### src/rtl/phase_sequencer_if.sv
// Control/status bundle between the phase sequencer and the core control logic.
// The slave modport is the sequencer's view; master is the controller's view.
interface phase_sequencer_if #(
    parameter int unsigned NUM_PHASES = 5,
    parameter int unsigned PHASE_W    = 3,
    parameter int unsigned ADDR_W     = 16,
    parameter int unsigned CNT_W      = 32
);
    logic                  exec;
    logic                  step_mode;
    logic                  hlt;
    logic                  stall;
    logic                  bp_en;
    logic [ADDR_W-1:0]     bp_addr;
    logic [ADDR_W-1:0]     pc;
    logic [PHASE_W-1:0]    phase;
    logic [NUM_PHASES:0]   phase_oh;
    logic                  running;
    logic                  halted;
    logic                  bp_hit;
    logic                  instr_done;
    logic [CNT_W-1:0]      retired;

    modport master (
        output exec, step_mode, hlt, stall, bp_en, bp_addr, pc,
        input  phase, phase_oh, running, halted, bp_hit, instr_done, retired
    );

    modport slave (
        input  exec, step_mode, hlt, stall, bp_en, bp_addr, pc,
        output phase, phase_oh, running, halted, bp_hit, instr_done, retired
    );
endinterface

### src/rtl/phase_sequencer.sv
// Instruction-phase sequencer: walks phases 1..NUM_PHASES per instruction with
// stall, single-step, PC breakpoint, sticky halt and a retired-instruction count.
module phase_sequencer #(
    parameter int unsigned NUM_PHASES = 5,
    parameter int unsigned PHASE_W    = 3,
    parameter int unsigned ADDR_W     = 16,
    parameter int unsigned CNT_W      = 32
) (
    input  logic                clk,
    input  logic                rst,
    phase_sequencer_if.slave    bus
);
    typedef enum logic {
        ST_IDLE,
        ST_RUN
    } state_t;

    localparam logic [PHASE_W-1:0] LAST_PHASE  = PHASE_W'(NUM_PHASES);
    localparam logic [PHASE_W-1:0] FIRST_PHASE = PHASE_W'(1);

    state_t             state_q, state_d;
    logic [PHASE_W-1:0] phase_q, phase_d;
    logic [CNT_W-1:0]   retired_q, retired_d;
    logic               exec_q, exec_d;
    logic               stop_req_q, stop_req_d;
    logic               halted_q, halted_d;
    logic               bp_hit_q, bp_hit_d;
    logic               first_q, first_d;

    logic exec_rise;
    logic halting;
    logic bp_match;
    logic instr_done;

    always_ff @(posedge clk or posedge rst) begin
        if (rst) begin
            state_q    <= ST_IDLE;
            phase_q    <= '0;
            retired_q  <= '0;
            exec_q     <= 1'b0;
            stop_req_q <= 1'b0;
            halted_q   <= 1'b0;
            bp_hit_q   <= 1'b0;
            first_q    <= 1'b0;
        end else begin
            state_q    <= state_d;
            phase_q    <= phase_d;
            retired_q  <= retired_d;
            exec_q     <= exec_d;
            stop_req_q <= stop_req_d;
            halted_q   <= halted_d;
            bp_hit_q   <= bp_hit_d;
            first_q    <= first_d;
        end
    end

    // first_q masks the breakpoint for the instruction right after a start,
    // so resuming at a matching PC executes that instruction.
    always_comb begin
        state_d    = state_q;
        phase_d    = phase_q;
        retired_d  = retired_q;
        exec_d     = bus.exec;
        stop_req_d = stop_req_q;
        halted_d   = halted_q;
        bp_hit_d   = bp_hit_q;
        first_d    = first_q;
        instr_done = 1'b0;

        exec_rise = bus.exec & ~exec_q;
        halting   = halted_q | bus.hlt;
        bp_match  = bus.bp_en & (bus.pc == bus.bp_addr) & ~first_q;

        case (state_q)
            ST_IDLE: begin
                if (exec_rise && !halted_q) begin
                    state_d    = ST_RUN;
                    phase_d    = FIRST_PHASE;
                    bp_hit_d   = 1'b0;
                    stop_req_d = 1'b0;
                    first_d    = 1'b1;
                end
            end
            ST_RUN: begin
                if (bus.hlt) begin
                    halted_d = 1'b1;
                end
                if (exec_rise) begin
                    stop_req_d = 1'b1;
                end
                if (!bus.stall) begin
                    if (phase_q == LAST_PHASE) begin
                        instr_done = 1'b1;
                        retired_d  = retired_q + CNT_W'(1);
                        first_d    = 1'b0;
                        if (halting || stop_req_q || exec_rise ||
                            bus.step_mode || bp_match) begin
                            state_d  = ST_IDLE;
                            phase_d  = '0;
                            bp_hit_d = bp_match & ~halting;
                        end else begin
                            phase_d = FIRST_PHASE;
                        end
                    end else begin
                        phase_d = phase_q + PHASE_W'(1);
                    end
                end
            end
            default: begin
                state_d = ST_IDLE;
                phase_d = '0;
            end
        endcase
    end

    always_comb begin
        bus.phase_oh          = '0;
        bus.phase_oh[phase_q] = 1'b1;
    end

    assign bus.phase      = phase_q;
    assign bus.running    = (phase_q != '0);
    assign bus.halted     = halted_q;
    assign bus.bp_hit     = bp_hit_q;
    assign bus.instr_done = instr_done;
    assign bus.retired    = retired_q;
endmodule

### src/flat_wrapper.sv
// flat-port wrapper written by rule: the top's interface ports become plain ports
module phase_sequencer_flat 
#(
    parameter int unsigned NUM_PHASES = 5,
    parameter int unsigned PHASE_W    = 3,
    parameter int unsigned ADDR_W     = 16,
    parameter int unsigned CNT_W      = 32
)
  (clk, rst, bus_exec, bus_step_mode, bus_hlt, bus_stall, bus_bp_en, bus_bp_addr, bus_pc, bus_phase, bus_phase_oh, bus_running, bus_halted, bus_bp_hit, bus_instr_done, bus_retired);
  phase_sequencer_if #(.NUM_PHASES(NUM_PHASES), .PHASE_W(PHASE_W), .ADDR_W(ADDR_W), .CNT_W(CNT_W)) bus_i ();
  input  logic clk;
  input  logic rst;
  input wire logic [$bits(bus_i.exec)-1:0] bus_exec;
  input wire logic [$bits(bus_i.step_mode)-1:0] bus_step_mode;
  input wire logic [$bits(bus_i.hlt)-1:0] bus_hlt;
  input wire logic [$bits(bus_i.stall)-1:0] bus_stall;
  input wire logic [$bits(bus_i.bp_en)-1:0] bus_bp_en;
  input wire logic [$bits(bus_i.bp_addr)-1:0] bus_bp_addr;
  input wire logic [$bits(bus_i.pc)-1:0] bus_pc;
  output wire logic [$bits(bus_i.phase)-1:0] bus_phase;
  output wire logic [$bits(bus_i.phase_oh)-1:0] bus_phase_oh;
  output wire logic [$bits(bus_i.running)-1:0] bus_running;
  output wire logic [$bits(bus_i.halted)-1:0] bus_halted;
  output wire logic [$bits(bus_i.bp_hit)-1:0] bus_bp_hit;
  output wire logic [$bits(bus_i.instr_done)-1:0] bus_instr_done;
  output wire logic [$bits(bus_i.retired)-1:0] bus_retired;
  assign bus_i.exec = bus_exec;
  assign bus_i.step_mode = bus_step_mode;
  assign bus_i.hlt = bus_hlt;
  assign bus_i.stall = bus_stall;
  assign bus_i.bp_en = bus_bp_en;
  assign bus_i.bp_addr = bus_bp_addr;
  assign bus_i.pc = bus_pc;
  assign bus_phase = bus_i.phase;
  assign bus_phase_oh = bus_i.phase_oh;
  assign bus_running = bus_i.running;
  assign bus_halted = bus_i.halted;
  assign bus_bp_hit = bus_i.bp_hit;
  assign bus_instr_done = bus_i.instr_done;
  assign bus_retired = bus_i.retired;
  phase_sequencer #(.NUM_PHASES(NUM_PHASES), .PHASE_W(PHASE_W), .ADDR_W(ADDR_W), .CNT_W(CNT_W)) u_core (.clk(clk), .rst(rst), .bus(bus_i));
endmodule
### config.mk
export PLATFORM = sky130hd
export DESIGN_NAME = phase_sequencer_flat
export DESIGN_NICKNAME = d
export VERILOG_FILES = /design/src/rtl/phase_sequencer_if.sv /design/src/rtl/phase_sequencer.sv /design/src/flat_wrapper.sv
export SDC_FILE = /design/constraint.sdc
export NUM_CORES = 1
export LEC_CHECK = 0
export CORE_UTILIZATION = 47
export DETAILED_ROUTE_END_ITERATION = 8
export PLACE_DENSITY = 0.86
export SYNTH_ARGS = -nofsm -noshare
export SYNTH_HDL_FRONTEND = slang
export SYNTH_SLANG_ARGS = --single-unit
### constraint.sdc
create_clock -name clk -period 2.8 [get_ports clk]
set_clock_uncertainty 0.05 [all_clocks]
set_input_delay 0.84 -clock clk [delete_from_list [all_inputs] [get_ports clk]]
set_output_delay 0.84 -clock clk [all_outputs]
set_load 0.02 [all_outputs]
==> impl_metrics.yaml, run 1 <==
status:
  outcome: "completed"
finish:
  diodes: 0
  final_nets: 335
  fillers: 330
  multi_input_area_um2: 1062
  area_delta_synth_final_pct: 49.59
  register_area_um2: 1026
  drive_above_1_share: 0.09122
  utilization: 0.7325
clock_network:
  cts_buffers: 5
  clock_insertion_delay_worst_skew_ps: 290
  cts_root_buf: "clkbuf_8"
  tritoncts: "yes"
  cts_resized: 6
  cts_setup_buffers: 0
  clk_path_buf_depth: 2
  htree_levels: 2
  clkSlewWorstSetupHoldPaths_ps: 80
  holdBufCountCts: 0
  clock-sinks: 41
pwr:
  power_density_nw_per_um2: 557.5
  p_leak_nw: 1.466
  peakVddDrop_v: 0.0005102
hold_path:
  holdPathStages: 1
  min_from: "u_core.bus.retired[31]$_DFFE_PP0P_"
  whs_endpoint: "u_core.bus.retired[31]$_DFFE_PP0P_"
  hold_class: "reg -> reg"
place:
  portBuffers: 83
  place.gp.congestion: 0.7665
  hpwl_um: 3633
  place_ws_ps: -346.3
worst_setup_path:
  critPathMaxFanout: 2
  crit_type: "in -> out"
  cp-start-kind: "primary input"
  critPathRequiredTime_ps: 1910
  r2r_slack_ps: 930
  r2r_end: "u_core.bus.retired[22]$_DFFE_PP0P_"
  timing.rr.start: "u_core.bus.phase[1]$_DFFE_PP0P_"
  crit_arrival_ps: 1850
  rr_worst_depth: 8
  crit_path_end_kind: "output pin"
logic_synthesis:
  synth_area_per_cell_um2: 10.71
  synth_top_area_share: 0.4812
  syn-cell-area_um2: 2132
  synth_warnings: 0
  synth_most_common_cell: "dfrtp_1"
  synth_common_cells: "dfrtp_1, xor2_1, nand2_1, xnor2_1, nor3_1"
  synth_top_area_cell: "dfrtp_1"
  synthArstFlopShare: 1.000
  synth-seq-cells: 41
  syn-num-nets: 239
  syn_inst: 199
  synth_edf_count: 0
  yosysSeqAreaShare: 0.4812
  ys_types: 36
  ys_top_cells_by_area: "dfrtp_1, xor2_1, xnor2_1"
  ys_dominant_reg_cell: "dfrtp_1"
sta:
  finalCriticalPeriod_ps: 2739
  fmax_mhz: 365.2
  rsz0062_at_grt: "no"
  hold_viol_final: 0
  tightest_slew_ps: 513.7
  holdWs_ps: 420.0
  period_share: 0.9781
  postLayoutSetupSlackWorst_ps: 61.44
  setup_viol_count_final: 0
  maxSlewHeadroom: 0.6575
  finalMaxSlewViolations: 0
  setup_tns_ps: 0
floorplanning:
  io_pins: 84
  placementRows: 24
  die_area_um2: 4809
  die_h_um: 69.35
  die_w_um: 69.35
  core_area_um2: 4354
  initial_core_util: 0.4897
routing:
  drtAntennaViolNets: 0
  drt_iter0_drc: 117
  drc: 0
  detail_route.wl_per_cell_um: 13.57
  first_pass_iters: 4
  drt_wl_total_um: 4723
  vias: 1823
  viasPerCell: 5.239
global_routing:
  grt_max_degree: 42
  grt_pass1_vias: 1854
  antenna_found_initial: 0
  grt-ovfl-total: 0
  grt_pass1_wl_um: 8307
  track_usage: 0.2136
flow_run:
  cap_violations: 0
==> critical path, stage by stage <==
cell and delay (ps):
clkdlybuf4s50_1 470, and2b_2 250, nand2_4 90, clkinv_4 40
buf_2 150
==> state kept, by name (all words and copies together) (netlist names) <==
name	count
u_core.bus.retired	32
u_core.bus.phase	3
u_core.bus.bp_hit	1
u_core.bus.halted	1
u_core.exec_q	1
u_core.first_q	1
u_core.state_q	1
u_core.stop_req_q	1
==> cells in the final DEF, fill, tap and decap left out, types with 6 or more instances in the layout <==
cell type and instances:
nor3_1 11, inv_1 7, nand2_1 21, xnor2_1 19, nor2_1 8, dfrtp_1 41, clkbuf_8 6, buf_4 7
clkdlybuf4s50_1 80, nand3_1 10, nand4_1 8, nor3b_1 6, xor2_1 28
==> layout make-up <==
cell class                 count  share of cell area
multi-input combinational    148              0.3331
sequential                    41              0.3217
timing repair buffer          90              0.2758
clock buffer                   7             0.02707
tap                           52             0.02040
inverter                       9             0.01255
clock inverter                 1            0.009415
==> how the worst max path moves through the flow <==
stage	startpoint	endpoint	slack, ps
6_report	bus_stall	bus_instr_done	60
5_1_grt	u_core.bus.phase[2]$_DFFE_PP0P_	bus_phase_oh[0]	2
4_1_cts	u_core.bus.phase[0]$_DFFE_PP0P_	bus_phase_oh[1]	2
3_5_place_dp	bus_stall	bus_instr_done	-350
3_3_place_gp	bus_stall	bus_instr_done	-330
2_1_floorplan	bus_stall	bus_instr_done	620
==> cells by family after synthesis <==
group,after synthesis,share of synthesized area
AOI/OAI and AO/OA,11,0.03345
xor gates and xnor gates,47,0.1931
adders and majority gates,1,0.005868
buffers and inverters,10,0.02113
DFF,41,0.4812
muxes,1,0.004695
and+or+nand+nor,88,0.2606
==> through the flow <==
step	power, mW	instance area [um^2]	instances
after CTS	1.787	3187	348
after detailed placement	1.299	3075	340
after global placement	1.283	3075	340
after floorplan	1.009	2132	199
after global routing	1.862	3189	348
final	1.778	3189	348
==> where the power goes <==
part	switching, mW	internal (mW)	total (mW)
logic	0.276	0.278	0.554
registers	0.0897	0.641	0.730
clock network	0.203	0.291	0.494
total	0.569	1.21	1.78
==> metal layers <==
metal / GRT usage / share of wire / vias to the layer above
li1: - / - / 877
met3: 0.05378 / 0.062 / 7
met2: 0.3905 / 0.52 / 67
met1: 0.2466 / 0.41 / 872
met4: 0.05669 / 0.010 / 0
met5: 0 / 0 / -
Power figures use the tool's default switching activity.
==> run 2, diff against run 1 <==
- TNS_END_PERCENT: not set -> 10
==> results of run 2 <==
Final layout, timing and power as in run 1 (identical DEF).
